==> src/rtl/picorv_prog_loader.sv <==
// Program loader for the PicoRV32 wrapper: streams an image into instruction
// memory while the core is held in reset, releases the core after a short
// settle window, and watches trap to mark completion.
module picorv_prog_loader #(
  parameter int unsigned ADDR_WIDTH     = 13,
  parameter int unsigned MEM_WORDS      = 8192,
  parameter int unsigned RELEASE_CYCLES = 4
) (
  input  logic                  clk,
  input  logic                  resetn,
  input  logic                  load_start,
  input  logic                  abort,
  input  logic                  s_valid,
  input  logic [31:0]           s_data,
  input  logic                  s_last,
  output logic                  s_ready,
  output logic                  inst_mem_en,
  output logic [3:0]            inst_mem_wen,
  output logic [ADDR_WIDTH-1:0] inst_mem_addr,
  output logic [31:0]           inst_mem_data,
  output logic                  core_resetn,
  output logic                  core_clk_en,
  input  logic                  trap,
  output logic                  busy,
  output logic                  running,
  output logic                  done,
  output logic                  overflow,
  output logic [ADDR_WIDTH:0]   words_loaded
);

  typedef enum logic [2:0] {
    S_IDLE,
    S_LOAD,
    S_DRAIN,
    S_RELEASE,
    S_RUN,
    S_DONE
  } state_e;

  localparam logic [ADDR_WIDTH:0] LAST_PTR = (ADDR_WIDTH+1)'(MEM_WORDS - 1);
  localparam logic [ADDR_WIDTH:0] PTR_INC  = {{ADDR_WIDTH{1'b0}}, 1'b1};
  localparam logic [7:0]          CNT_INIT = 8'(RELEASE_CYCLES - 1);

  state_e                state_q, state_d;
  // Write pointer doubles as the words_loaded count: both advance on every
  // stored word and both restart on load_start.
  logic [ADDR_WIDTH:0]   ptr_q, ptr_d;
  logic [7:0]            cnt_q, cnt_d;
  logic                  done_q, done_d;
  logic                  ovf_q, ovf_d;
  logic                  wr_d;
  logic                  s_ready_q;
  logic                  en_q;
  logic [3:0]            wen_q;
  logic [ADDR_WIDTH-1:0] addr_q;
  logic [31:0]           data_q;
  logic                  core_resetn_q;
  logic                  core_clk_en_q;
  logic                  busy_q;
  logic                  running_q;
  logic                  accept;

  assign accept = s_valid & s_ready_q;

  // Next-state, pointer, release counter and sticky flag computation.
  always_comb begin
    state_d = state_q;
    ptr_d   = ptr_q;
    cnt_d   = cnt_q;
    done_d  = done_q;
    ovf_d   = ovf_q;
    wr_d    = 1'b0;
    if (abort) begin
      state_d = S_IDLE;
      done_d  = 1'b0;
      ovf_d   = 1'b0;
    end else begin
      case (state_q)
        S_IDLE, S_DONE: begin
          if (load_start) begin
            state_d = S_LOAD;
            ptr_d   = '0;
            done_d  = 1'b0;
            ovf_d   = 1'b0;
          end
        end
        S_LOAD: begin
          if (accept) begin
            wr_d  = 1'b1;
            ptr_d = ptr_q + PTR_INC;
            if (s_last) begin
              state_d = S_RELEASE;
              cnt_d   = CNT_INIT;
            end else if (ptr_q == LAST_PTR) begin
              state_d = S_DRAIN;
            end
          end
        end
        S_DRAIN: begin
          // Every word accepted here is discarded, so the closing s_last
          // always sees overflow set and abandons the image.
          if (accept) begin
            ovf_d = 1'b1;
            if (s_last) state_d = S_IDLE;
          end
        end
        S_RELEASE: begin
          if (cnt_q == 8'd0) state_d = S_RUN;
          else               cnt_d   = cnt_q - 8'd1;
        end
        S_RUN: begin
          if (trap) begin
            state_d = S_DONE;
            done_d  = 1'b1;
          end
        end
        default: state_d = S_IDLE;
      endcase
    end
  end

  // State register with all outputs registered from the next state.
  always_ff @(posedge clk or negedge resetn) begin
    if (!resetn) begin
      state_q       <= S_IDLE;
      ptr_q         <= '0;
      cnt_q         <= '0;
      done_q        <= 1'b0;
      ovf_q         <= 1'b0;
      s_ready_q     <= 1'b0;
      en_q          <= 1'b0;
      wen_q         <= '0;
      addr_q        <= '0;
      data_q        <= '0;
      core_resetn_q <= 1'b0;
      core_clk_en_q <= 1'b0;
      busy_q        <= 1'b0;
      running_q     <= 1'b0;
    end else begin
      state_q       <= state_d;
      ptr_q         <= ptr_d;
      cnt_q         <= cnt_d;
      done_q        <= done_d;
      ovf_q         <= ovf_d;
      s_ready_q     <= (state_d == S_LOAD) || (state_d == S_DRAIN);
      en_q          <= wr_d;
      wen_q         <= wr_d ? 4'hF : 4'h0;
      if (wr_d) begin
        addr_q <= ptr_q[ADDR_WIDTH-1:0];
        data_q <= s_data;
      end
      core_resetn_q <= (state_d == S_RUN) || (state_d == S_DONE);
      core_clk_en_q <= (state_d == S_RELEASE) || (state_d == S_RUN);
      busy_q        <= (state_d == S_LOAD) || (state_d == S_DRAIN) ||
                       (state_d == S_RELEASE);
      running_q     <= (state_d == S_RUN);
    end
  end

  assign s_ready       = s_ready_q;
  assign inst_mem_en   = en_q;
  assign inst_mem_wen  = wen_q;
  assign inst_mem_addr = addr_q;
  assign inst_mem_data = data_q;
  assign core_resetn   = core_resetn_q;
  assign core_clk_en   = core_clk_en_q;
  assign busy          = busy_q;
  assign running       = running_q;
  assign done          = done_q;
  assign overflow      = ovf_q;
  assign words_loaded  = ptr_q;

endmodule

==> config.mk <==
export PLATFORM = sky130hd
export DESIGN_NAME = picorv_prog_loader
export DESIGN_NICKNAME = d
export VERILOG_FILES = /design/src/rtl/picorv_prog_loader.sv
export SDC_FILE = /design/constraint.sdc
export NUM_CORES = 1
export LEC_CHECK = 0
export ABC_CLOCK_PERIOD_IN_PS = 4500
export BUFFER_PORTS_ARGS = -buffer_cell sky130_fd_sc_hd__buf_2
export CAP_MARGIN = 10
export CORE_AREA = 8 8 113 105
export DETAILED_ROUTE_END_ITERATION = 12
export DIE_AREA = 0 0 121 113
export GPL_TIMING_DRIVEN = 0
export PLACE_DENSITY_LB_ADDON = 0.15
export RECOVER_POWER = 25
export SETUP_SLACK_MARGIN = 0.2
export SKIP_CTS_REPAIR_TIMING = 1
export SLEW_MARGIN = 0
export SYNTH_ARGS = -nofsm -noshare
export SYNTH_HDL_FRONTEND = slang
export SYNTH_SLANG_ARGS = --single-unit
==> constraint.sdc <==
create_clock -name clk -period 4.5 [get_ports clk]
set_input_delay 0 -clock clk [delete_from_list [all_inputs] [get_ports clk]]
set_output_delay 0 -clock clk [all_outputs]
set_load 0.1 [all_outputs]
# ---- Word-level counts from Yosys, hierarchy flattened
# Index checks and enable logic that the tools add are counted.
dict set report op_classes {
  addsub 2
  eq_ne 18
  mux 28
  bitwise 2
  n_reduce_logical 15
}
# operator n
set ops {}
lappend ops {{2-to-1 mux 14 bit} 2}
lappend ops {{one-hot mux 14 bit (2 select lines)} 1}
lappend ops {{2-to-1 mux 3 bit} 9}
lappend ops {{2-to-1 mux 8 bit} 3}
lappend ops {{one-hot mux 8 bit (2 select lines)} 1}
lappend ops {{one-hot mux 3 bit (5 select lines)} 1}
lappend ops {{adder 14 x 1 -> 14 bit, second input constant} 1}
lappend ops {{equality test 14 x 13 -> 1 bit, second input constant} 1}
lappend ops {{equality test 3 x 2 -> 1 bit, second input constant} 4}
lappend ops {{equality test 3 bit, second input constant} 4}
lappend ops {{inequality test 3 bit, second input constant} 3}
lappend ops {{logical NOT 8 bit} 1}
lappend ops {{2-to-1 mux 1 bit} 8}
lappend ops {{inequality test 2 bit, second input constant} 4}
lappend ops {{subtractor 8 x 1 -> 8 bit, second input constant} 1}
lappend ops {{equality test 3 x 1 -> 1 bit, second input constant} 2}
lappend ops {{AND reduction 3 bit} 2}
lappend ops {{nonzero test 3 bit} 2}
lappend ops {{AND reduction 5 bit} 1}
lappend ops {{logical OR 1 bit} 4}
lappend ops {{2-to-1 mux 4 bit} 1}
lappend ops {{one-hot mux 1 bit (2 select lines)} 2}
lappend ops {{AND reduction 4 bit} 1}
lappend ops {{nonzero test 2 bit} 2}
lappend ops {{other kinds (4)} 4}
dict set report word_totals {
  reg_bits 82
  inputBits 39
  output_inout_bits 71
  wordCells 79
}

# ---- Logic depth before layout (Yosys ltp)
# Gate-level depths: netlist (run 1).
dict set report logic_depth {
  ltp_word 9
  ltp_mapped 7
  ltp_nobuf 7
}

# ---- Worst setup path after synthesis (run 1)
# Ideal clock, no wire load.
dict set report synth_path {
  kind {register to register}
  startpoint {reg ptr_q[0], in the netlist words_loaded[0]}
  endpoint {reg s_ready_q, in the netlist s_ready}
  setup_ns 0.136
  arrival_time_ns 2.229
  t_required_ns 4.364
  slack_ns 2.135
  path_stages_with_launch 6
  n_path_buf 0
  period_less_slack_ns 2.365
  path_cell_list {dfrtp_1 ha_1 nand3_1 or4_1 o21ai_1 a21boi_1}
}
dict set report synth_via {
  elab_chain_cells 8
  word_cells_on_any_way 9
  classes_between {eq/ne: 3; mux: 5; reduce/logical: 1}
}
# item line
set synth_rtl {}
lappend synth_rtl {{start, declared} 47} ;# logic [ADDR_WIDTH:0] ptr_q, ptr_d;
lappend synth_rtl {{start signal, assigned} 141} ;# ptr_q <= ptr_d;
lappend synth_rtl {{equality test 14 x 13 -> 1 bit (*)} 94} ;# end else if (ptr_q == LAST_PTR) begin
lappend synth_rtl {{2-to-1 mux 3 bit (*)} 94}
lappend synth_rtl {{2-to-1 mux 3 bit (*)} 91} ;# if (s_last) begin
lappend synth_rtl {{2-to-1 mux 3 bit (*)} 88} ;# if (accept) begin
lappend synth_rtl {{one-hot mux 3 bit (5 select lines) (*)} 78} ;# case (state_q)
lappend synth_rtl {{2-to-1 mux 3 bit (*)} 73} ;# if (abort) begin
lappend synth_rtl {{equality test 3 x 1 -> 1 bit or equality test 3 x 2 -> 1 bit (tied branches)} 145} ;# s_ready_q <= (state_d == S_LOAD) || (state_d == S_DRAIN);
lappend synth_rtl {{logical OR 1 bit (*)} 145}
lappend synth_rtl {{end signal, assigned} 145}
lappend synth_rtl {{end, declared} 52} ;# logic s_ready_q;
# Mark *: on every way between the ends. The rest lies on a longest branch, timed or not.
# A chain may end at the register's enable or synchronous reset.

# ---- Final worst setup path (run 1)
dict set report layout_path {
  startpoint {reg cnt_q[0]}
  endpoint {reg core_clk_en_q, in the netlist core_clk_en}
}
dict set report layout_via {
  elab_chain_cells 6
  word_cells_on_any_way 7
  classes_between {eq/ne: 2; mux: 3; reduce/logical: 2}
}
# item line
set layout_rtl {}
lappend layout_rtl {{start, declared} 48} ;# logic [7:0] cnt_q, cnt_d;
lappend layout_rtl {{start signal, assigned} 142} ;# cnt_q <= cnt_d;
lappend layout_rtl {{logical NOT 8 bit (*)} 108} ;# if (cnt_q == 8'd0) state_d = S_RUN;
lappend layout_rtl {{2-to-1 mux 3 bit (*)} 108}
lappend layout_rtl {{one-hot mux 3 bit (5 select lines) (*)} 78}
lappend layout_rtl {{2-to-1 mux 3 bit (*)} 73}
lappend layout_rtl {{net state_d[2]} 44} ;# state_e state_q, state_d;
lappend layout_rtl {{equality test 3 x 2 -> 1 bit or equality test 3 bit (tied branches)} 153} ;# core_clk_en_q <= (state_d == S_RELEASE) || (state_d == S_RUN);
lappend layout_rtl {{logical OR 1 bit (*)} 153}
lappend layout_rtl {{end signal, assigned} 153}
lappend layout_rtl {{end, declared} 58} ;# logic core_clk_en_q;
# Mark *: on every way through the listed nets, which the timed path passes. The rest lies on a longest branch.

==> impl_metrics.env, run 1 <==
export IMPL_status="complete, but fails checks"
export IMPL_violations="capacitance limit, slew limit"
export IMPL_grt_pass1_vias=2966
export IMPL_max_cap_viol_count=1
export IMPL_reg2reg_from="cnt_q[0]"
export IMPL_syn_area_per_cell_sq_um=9.40
export IMPL_vdd_ir_drop_worst_mv=0.368
export IMPL_wl_um=9450
export IMPL_setup_viol=0
export IMPL_yosys_area_share_simple_pct=27.3
export IMPL_area_growth_pct=36.1
export IMPL_synth_edff_count=0
export IMPL_vias=3052
export IMPL_period_share_pct=43.3
export IMPL_min_from="trap"
export IMPL_root_buffer="clkbuf_8"
export IMPL_hold_viol=0
export IMPL_power_frac_comb_pct=47.9
export IMPL_most_common_layout_cells="142 x nand2_1, 113 x buf_2, 78 x dfrtp_1"
export IMPL_end_kind="flip-flop"
export IMPL_dpl_hpwl_um=6720
export IMPL_core_area_sq_mm=0.00994
export IMPL_cpPeakStageDelay_ns=0.40
export IMPL_grt_pass1_wl_um=15400
export IMPL_die_h_um=113
export IMPL_start_kind="flip-flop"
export IMPL_crit_arrival_ns=2.23
export IMPL_netlist_top_cells_area="dfrtp_1 56%, nand2_1 15%, xnor2_1 3.3%, nor2_1 2.5%, buf_4 1.7%"
export IMPL_drc=0
export IMPL_worst_pin_slew_ns=1.96
export IMPL_synth_top_area_share_pct=55.8
export IMPL_criticalPathCategory="flip-flop to flip-flop"
export IMPL_cts_sinks=78
export IMPL_place_area_sq_mm=0.00423
export IMPL_fp_dieW_um=121
export IMPL_synth_mux_area_share_pct=0
export IMPL_antenna_found_initial=0
export IMPL_grt_start_max_net_pins=47
export IMPL_synth_ff_type="dfrtp_1"
export IMPL_dieArea_sq_mm=0.0137
export IMPL_p_leak_nw=2.54
export IMPL_yosysUniqueCellTypes=52
export IMPL_cp_startpoint="cnt_q[0]"
export IMPL_fin_ws_ns=2.55
export IMPL_clkLatencyLatePin_ns=0.35
export IMPL_cp_max_fo=6
export IMPL_syn_nets=413
export IMPL_fin_skew_ns=0.0144
export IMPL_gp_congestion=0.775
export IMPL_syn_area_sq_mm=0.00350
export IMPL_critPathTopFamily="simple AND/OR/NAND/NOR gates"
export IMPL_insertedDiodeCount=0
export IMPL_cts_buffers=9
export IMPL_tns_ns=0
export IMPL_synth_largest_area_cell="dfrtp_1"
export IMPL_slowest_stage="nor3b_2"
export IMPL_synthCells=372
export IMPL_synth_top_family_by_area="simple AND/OR/NAND/NOR gates"
export IMPL_ant_nets=0
export IMPL_synth_async_reset_ratio_pct=100
export IMPL_first_pass_iters=4
export IMPL_cts_tree="yes"
export IMPL_yosysSeqAreaShare_pct=55.8
export IMPL_viasPerCell=4.62
export IMPL_synth_xor_area_share_pct=3.51
export IMPL_fmax_ghz=0.513
export IMPL_drt_initial_drc_count=176
export IMPL_cp_buffers_inverters=1
export IMPL_cts_buffer_depth=2
export IMPL_min_period_ns=1.95
export IMPL_final_area_sq_mm=0.00476
export IMPL_initial_core_util_pct=35.2
export IMPL_seqPwrFrac_pct=32.9
export IMPL_synth_compound_area_share_pct=8.05
export IMPL_synth_seq_cells=78
export IMPL_ios=110
export IMPL_avgRoutedWirePerCell_um=14.3
export IMPL_switching_share_pct=53.2
export IMPL_final_util_pct=47.9
export IMPL_cts_htree_levels=3
export IMPL_internal_power_mw=1.28
export IMPL_cp_required_ns=4.78
export IMPL_rsz0062_at_grt="no"
export IMPL_crit_chain="inv_1 > ha_1 > nor3b_2 > nand4_1 > a21oi_1 > nor2b_1 > nand2b_1"
export IMPL_drive_above_1_share_pct=28.4
export IMPL_clockPowerShare_pct=19.2
export IMPL_place_ws_ns=2.58
export IMPL_gr_total_overflow=0
export IMPL_portBuffers=109
export IMPL_powerDensity_mw_per_mm2=575
export IMPL_nets=568
export IMPL_hold_path_class="primary input to flip-flop"
export IMPL_layout_commonest_cell="nand2_1"
export IMPL_switching_power_mw=1.46
export IMPL_slew_headroom_pct=-30.6
export IMPL_slew_violations=33
export IMPL_yosys_warnings=0
export IMPL_grtUsageTotal_pct=14.0
export IMPL_std_cell_rows=35
export IMPL_synth_fa_ha_area_share_pct=0.716
export IMPL_clk_pin_slew_worst_paths_ns=0.08
power groups by stage:
| stage | Clock [mW] | Combinational [mW] | Sequential, mW |
|---|---|---|---|
| final | 0.525 | 1.31 | 0.900 |
| after global routing | 0.573 | 1.37 | 0.919 |
| after CTS | 0.550 | 1.30 | 0.900 |
| after detailed placement | 0 | 1.30 | 0.911 |
| after global placement | 0 | 1.29 | 0.908 |
| after floorplan | 0 | 0.174 | 1.81 |
cells by family (layout without fill, tap and decap cells):
family,count (synthesis),count (layout)
buffers and inverters,26,185
DFF,78,78
xor gates and xnor gates,14,14
AOI/OAI and AO/OA,40,40
and+or+nand+nor,212,212
adders and majority gates,2,2
synthesized netlist by cell type (2+ instances only):
cell / count
nand3_1: 8
o21ai_0: 5
nand2b_1: 3
a31oi_1: 2
a21oi_1: 10
clkbuf_1: 3
xnor2_1: 13
nor2b_1: 3
nand4_1: 4
nor4_4: 2
o21ai_1: 5
nand2_1: 142
a21o_1: 2
or4_1: 2
buf_6: 2
buf_4: 8
a211oi_1: 2
inv_1: 5
nor2_1: 23
dfrtp_1: 78
nor3_1: 8
nor4_1: 2
and3_1: 2
or3_1: 4
ha_1: 2
a22oi_1: 2
buf_2: 5
final cells by class:
type	count	area, sq um
tap	129	161
buffer	20	136
fill	962	5180
clock buffer	10	128
multi-input combinational	268	1380
clock inverter	5	60.1
inverter	6	23.8
timing repair buffer	144	912
sequential	78	1950
worst reg2reg max path, delay by kind of cell, from the launching register on:
kind / cells / cell delay [ns]
simple gates: 4 / 1.00
buf+inv: 1 / 0.09
compound gates: 1 / 0.24
flops: 1 / 0.38
fa+ha+maj: 1 / 0.18
metrics by stage:
step	power, mW	instances	hold slack [ns]
CTS	2.75	626	-0.397
detailed placement	2.21	611	-0.00131
global placement	2.20	610	0.189
global route	2.87	660	0.0261
finish	2.74	660	0.0231
floorplan	1.98	372	-0.296
worst paths after layout:
path / slack [ns] / depth (start not counted) / to
min: 0.02 / 3 / done
max: 2.55 / 7 / core_clk_en
min in group asynchronous: 0.73 / 2 / state_q[0]
max reg2reg: 2.55 / 7 / core_clk_en
max in group asynchronous: 2.63 / 2 / inst_mem_data[21]
min reg2reg: 0.47 / 2 / inst_mem_data[2]
registers in the layout, summed over array words and instances (netlist names):
register       cells
inst_mem_wen       1
busy               1
s_ready            1
overflow           1
inst_mem_addr     13
core_clk_en        1
cnt_q              8
done               1
state_q            3
words_loaded      14
running            1
inst_mem_data     32
core_resetn        1
routing by layer:
metal | track usage (%) | part of all wire [%] | wire, um
met3 | 4.73 | 6.2 | 583
met2 | 21.7 | 47 | 4400
met4 | 3.99 | 1.1 | 106
met1 | 18.0 | 46 | 4360
met5 | 0 | 0 | 0
Power figures use the tool's default switching activity.
==> run 2, diff against run 1 <==
Settings changed: ABC_AREA set to 1, ABC_CLOCK_PERIOD_IN_PS 4500 to 1700, CORE_AREA 8 8 113 105 to 8 8 115 107, DIE_AREA 0 0 121 113 to 0 0 123 115.
Clock period 4.5 ns to 1.7 ns, I/O delays scaled along.
==> impl_metrics.env, run 2 <==
export IMPL_vias=3390
export IMPL_reg2reg_from="state_q[0]"
export IMPL_syn_area_per_cell_sq_um=8.43
export IMPL_clkLatencyLatePin_ns=0.33
export IMPL_synth_largest_area_cell="dfrtp_1"
export IMPL_die_h_um=115
export IMPL_root_buffer="clkbuf_16"
export IMPL_synthCells=430
export IMPL_synthTopCellsByCount="165 x nand2_1, 78 x dfrtp_1, 38 x inv_1, 26 x o21ai_0, 23 x nor2_1"
export IMPL_cts_buffers=9
export IMPL_slew_headroom_pct=18.8
export IMPL_end_kind="flip-flop"
export IMPL_vdd_ir_drop_worst_mv=1.40
export IMPL_synth_seq_cells=78
export IMPL_avgRoutedWirePerCell_um=14.3
export IMPL_worst_pin_slew_ns=1.22
export IMPL_std_cell_rows=36
export IMPL_first_pass_iters=4
export IMPL_fin_ws_ns=0.0978
export IMPL_insertedDiodeCount=0
export IMPL_ios=110
export IMPL_synth_ff_type="dfrtp_1"
export IMPL_cts_sinks=78
export IMPL_portBuffers=109
export IMPL_criticalPathCategory="flip-flop to flip-flop"
export IMPL_area_growth_pct=52.5
export IMPL_min_from="load_start"
export IMPL_nFillCells=959
export IMPL_initial_core_util_pct=34.7
export IMPL_dieArea_sq_mm=0.0141
export IMPL_yosysSeqAreaShare_pct=53.8
export IMPL_period_share_pct=94.2
export IMPL_fin_skew_ns=0.00956
export IMPL_drive_above_1_share_pct=38.8
export IMPL_core_area_sq_mm=0.0105
export IMPL_grtUsageTotal_pct=13.9
export IMPL_powerDensity_mw_per_mm2=1440
export IMPL_slew_violations=0
export IMPL_r2r_cells=8
export IMPL_fp_dieW_um=123
export IMPL_wl_met2_um=4690
export IMPL_cts_htree_levels=3
export IMPL_ff_latch_area_sq_mm=0.00201
export IMPL_power_frac_comb_pct=45.7
export IMPL_dr_wl_met3_um=809
export IMPL_nets=647
export IMPL_holdPathEnd="core_clk_en"
export IMPL_min_period_ns=1.60
export IMPL_max_cap_viol_count=0
export IMPL_grt_pass1_wl_um=15700
export IMPL_grt_start_max_net_pins=62
export IMPL_layout_commonest_cell="nand2_1"
export IMPL_gr_total_overflow=0
export IMPL_cp_required_ns=1.94
export IMPL_setup_viol=0
export IMPL_crit_chain="nand2_4 > nor2_8 > a21oi_4 > nand3_4 > inv_8 > buf_6 > a21oi_1 > nor3b_1"
export IMPL_slowest_stage="dfrtp_2"
export IMPL_place_ws_ns=-0.0494
export IMPL_switching_share_pct=50.0
export IMPL_syn_nets=471
export IMPL_hold_path_class="primary input to flip-flop"
export IMPL_multi_input_area_sq_mm=0.00161
export IMPL_synth_top_area_share_pct=53.8
export IMPL_switching_power_mw=3.98
export IMPL_whs_path_depth=6
export IMPL_viasPerCell=4.56
export IMPL_drt_met1_wl_um=5010
export IMPL_most_common_layout_cells="152 x nand2_1, 108 x buf_2, 60 x dfrtp_1"
export IMPL_largest_reg_flops=32
export IMPL_grt_pass1_vias=3056
export IMPL_gp_congestion=0.789
export IMPL_synth_most_common_cell="nand2_1"
export IMPL_cts_buffer_depth=2
export IMPL_seqPwrFrac_pct=30.1
export IMPL_netlist_top_cells_area="dfrtp_1 54%, nand2_1 17%, inv_1 3.9%, o21ai_0 3.6%, nand3_1 2.8%"
export IMPL_p_leak_nw=2.88
export IMPL_yosys_warnings=0
export IMPL_clockPowerShare_pct=24.3
export IMPL_drt_initial_drc_count=215
export IMPL_hold_viol=0
export IMPL_cts_tree="yes"
export IMPL_cp_buffers_inverters=2
export IMPL_cpPeakStageDelay_ns=0.46
export IMPL_start_kind="flip-flop"
export IMPL_wl_um=10600
export IMPL_r2r_setup_slack_ns=0.1
export IMPL_fmax_ghz=0.624
export IMPL_synth_async_reset_ratio_pct=100
export IMPL_dpl_hpwl_um=7310
export IMPL_synth_edff_count=0
export IMPL_antenna_found_initial=0
export IMPL_cp_max_fo=7
export IMPL_clk_pin_slew_worst_paths_ns=0.07
export IMPL_hold_ws_ns=0.131
export IMPL_syn_area_sq_mm=0.00363
export IMPL_drc=0
export IMPL_rsz0062_at_grt="yes"
export IMPL_internal_power_mw=3.98
export IMPL_r2r_end="words_loaded[2]"
export IMPL_top_layer_used="met4"
export IMPL_critPathTopFamily="simple AND/OR/NAND/NOR gates"
export IMPL_ant_nets=0
export IMPL_yosysUniqueCellTypes=32
export IMPL_crit_arrival_ns=1.84
export IMPL_status="finished, final reports clean"
## run 2: changes by cell type in the layout (fill, tap and decap cells not counted), sizes merged, moves of 8 or more
cell | before | now
xnor2 | 13 | 0
buf | 125 | 143
o21ai | 10 | 27
nand3 | 8 | 22
nand2 | 142 | 170
nand4 | 4 | 12
inv | 6 | 47
## run 2: cell families (layout without fill, tap and decap cells)
| logic type | count (synthesis) | in the layout | synth area share, % |
|---|---|---|---|
| simple gates | 239 | 239 | 28.8 |
| xor+xnor | 6 | 6 | 1.45 |
| fa+ha+maj | 2 | 2 | 0.690 |
| compound gates | 46 | 46 | 7.21 |
| buf+inv | 59 | 240 | 8.04 |
| flops | 78 | 78 | 53.8 |
## run 2: worst max-delay path by stage
stage / startpoint / to / slack, ns / cells after the start
2_1_floorplan: words_loaded[1] / busy / 0.10 / 12
3_3_place_gp: resetn / words_loaded[0] / -0.24 / 1
3_5_place_dp: cnt_q[0] / busy / -0.05 / 11
4_1_cts: cnt_q[0] / busy / -0.07 / 11
5_1_grt: state_q[0] / words_loaded[2] / 0.01 / 8
6_report: state_q[0] / words_loaded[2] / 0.1 / 8
## run 2: worst min-delay path, delay by kind of cell
kind	cells	cell delay, ns
compound gates	2	0.12
buf+inv	1	0.08
simple gates	3	0.21
## run 2: cell type report
class / instances / area share, %
multi-input cells: 293 / 29.1
plain buffers: 14 / 2.65
clock buffers: 10 / 4.14
flip-flops and latches: 78 / 36.3
well taps: 133 / 3.01
inverters: 45 / 3.46
clock inverters: 6 / 1.27
repair buffers: 165 / 20.1
## run 2: power by group through the flow
stage | clock network (mW) | logic [mW] | registers [mW]
after floorplan | 0 | 0.507 | 4.72
after global placement | 0 | 3.39 | 2.41
after detailed placement | 0 | 3.42 | 2.42
after CTS | 1.98 | 3.42 | 2.39
after global routing | 2.06 | 3.81 | 2.44
final | 1.93 | 3.64 | 2.39
## run 2: through the flow
step / power [mW] / cells / instance area [sq um] / utilization (%) / setup TNS (ns)
floorplan: 5.22 / 430 / 3720 / - / 0
finish: 7.96 / 744 / 5530 / 52.9 / 0
detailed placement: 5.84 / 673 / 4470 / 42.7 / -0.159
global route: 8.31 / 744 / 5530 / 52.9 / 0
global placement: 5.80 / 672 / 4440 / 42.5 / -3.53
CTS: 7.79 / 689 / 4770 / 45.6 / -0.336
## run 2: metal layers
| metal | vias up | global-route usage (%) |
|---|---|---|
| li1 | 1716 | - |
| met1 | 1567 | 19.5 |
| met2 | 98 | 20.2 |
| met3 | 9 | 3.29 |
| met4 | 0 | 5.05 |
| met5 | - | 0 |
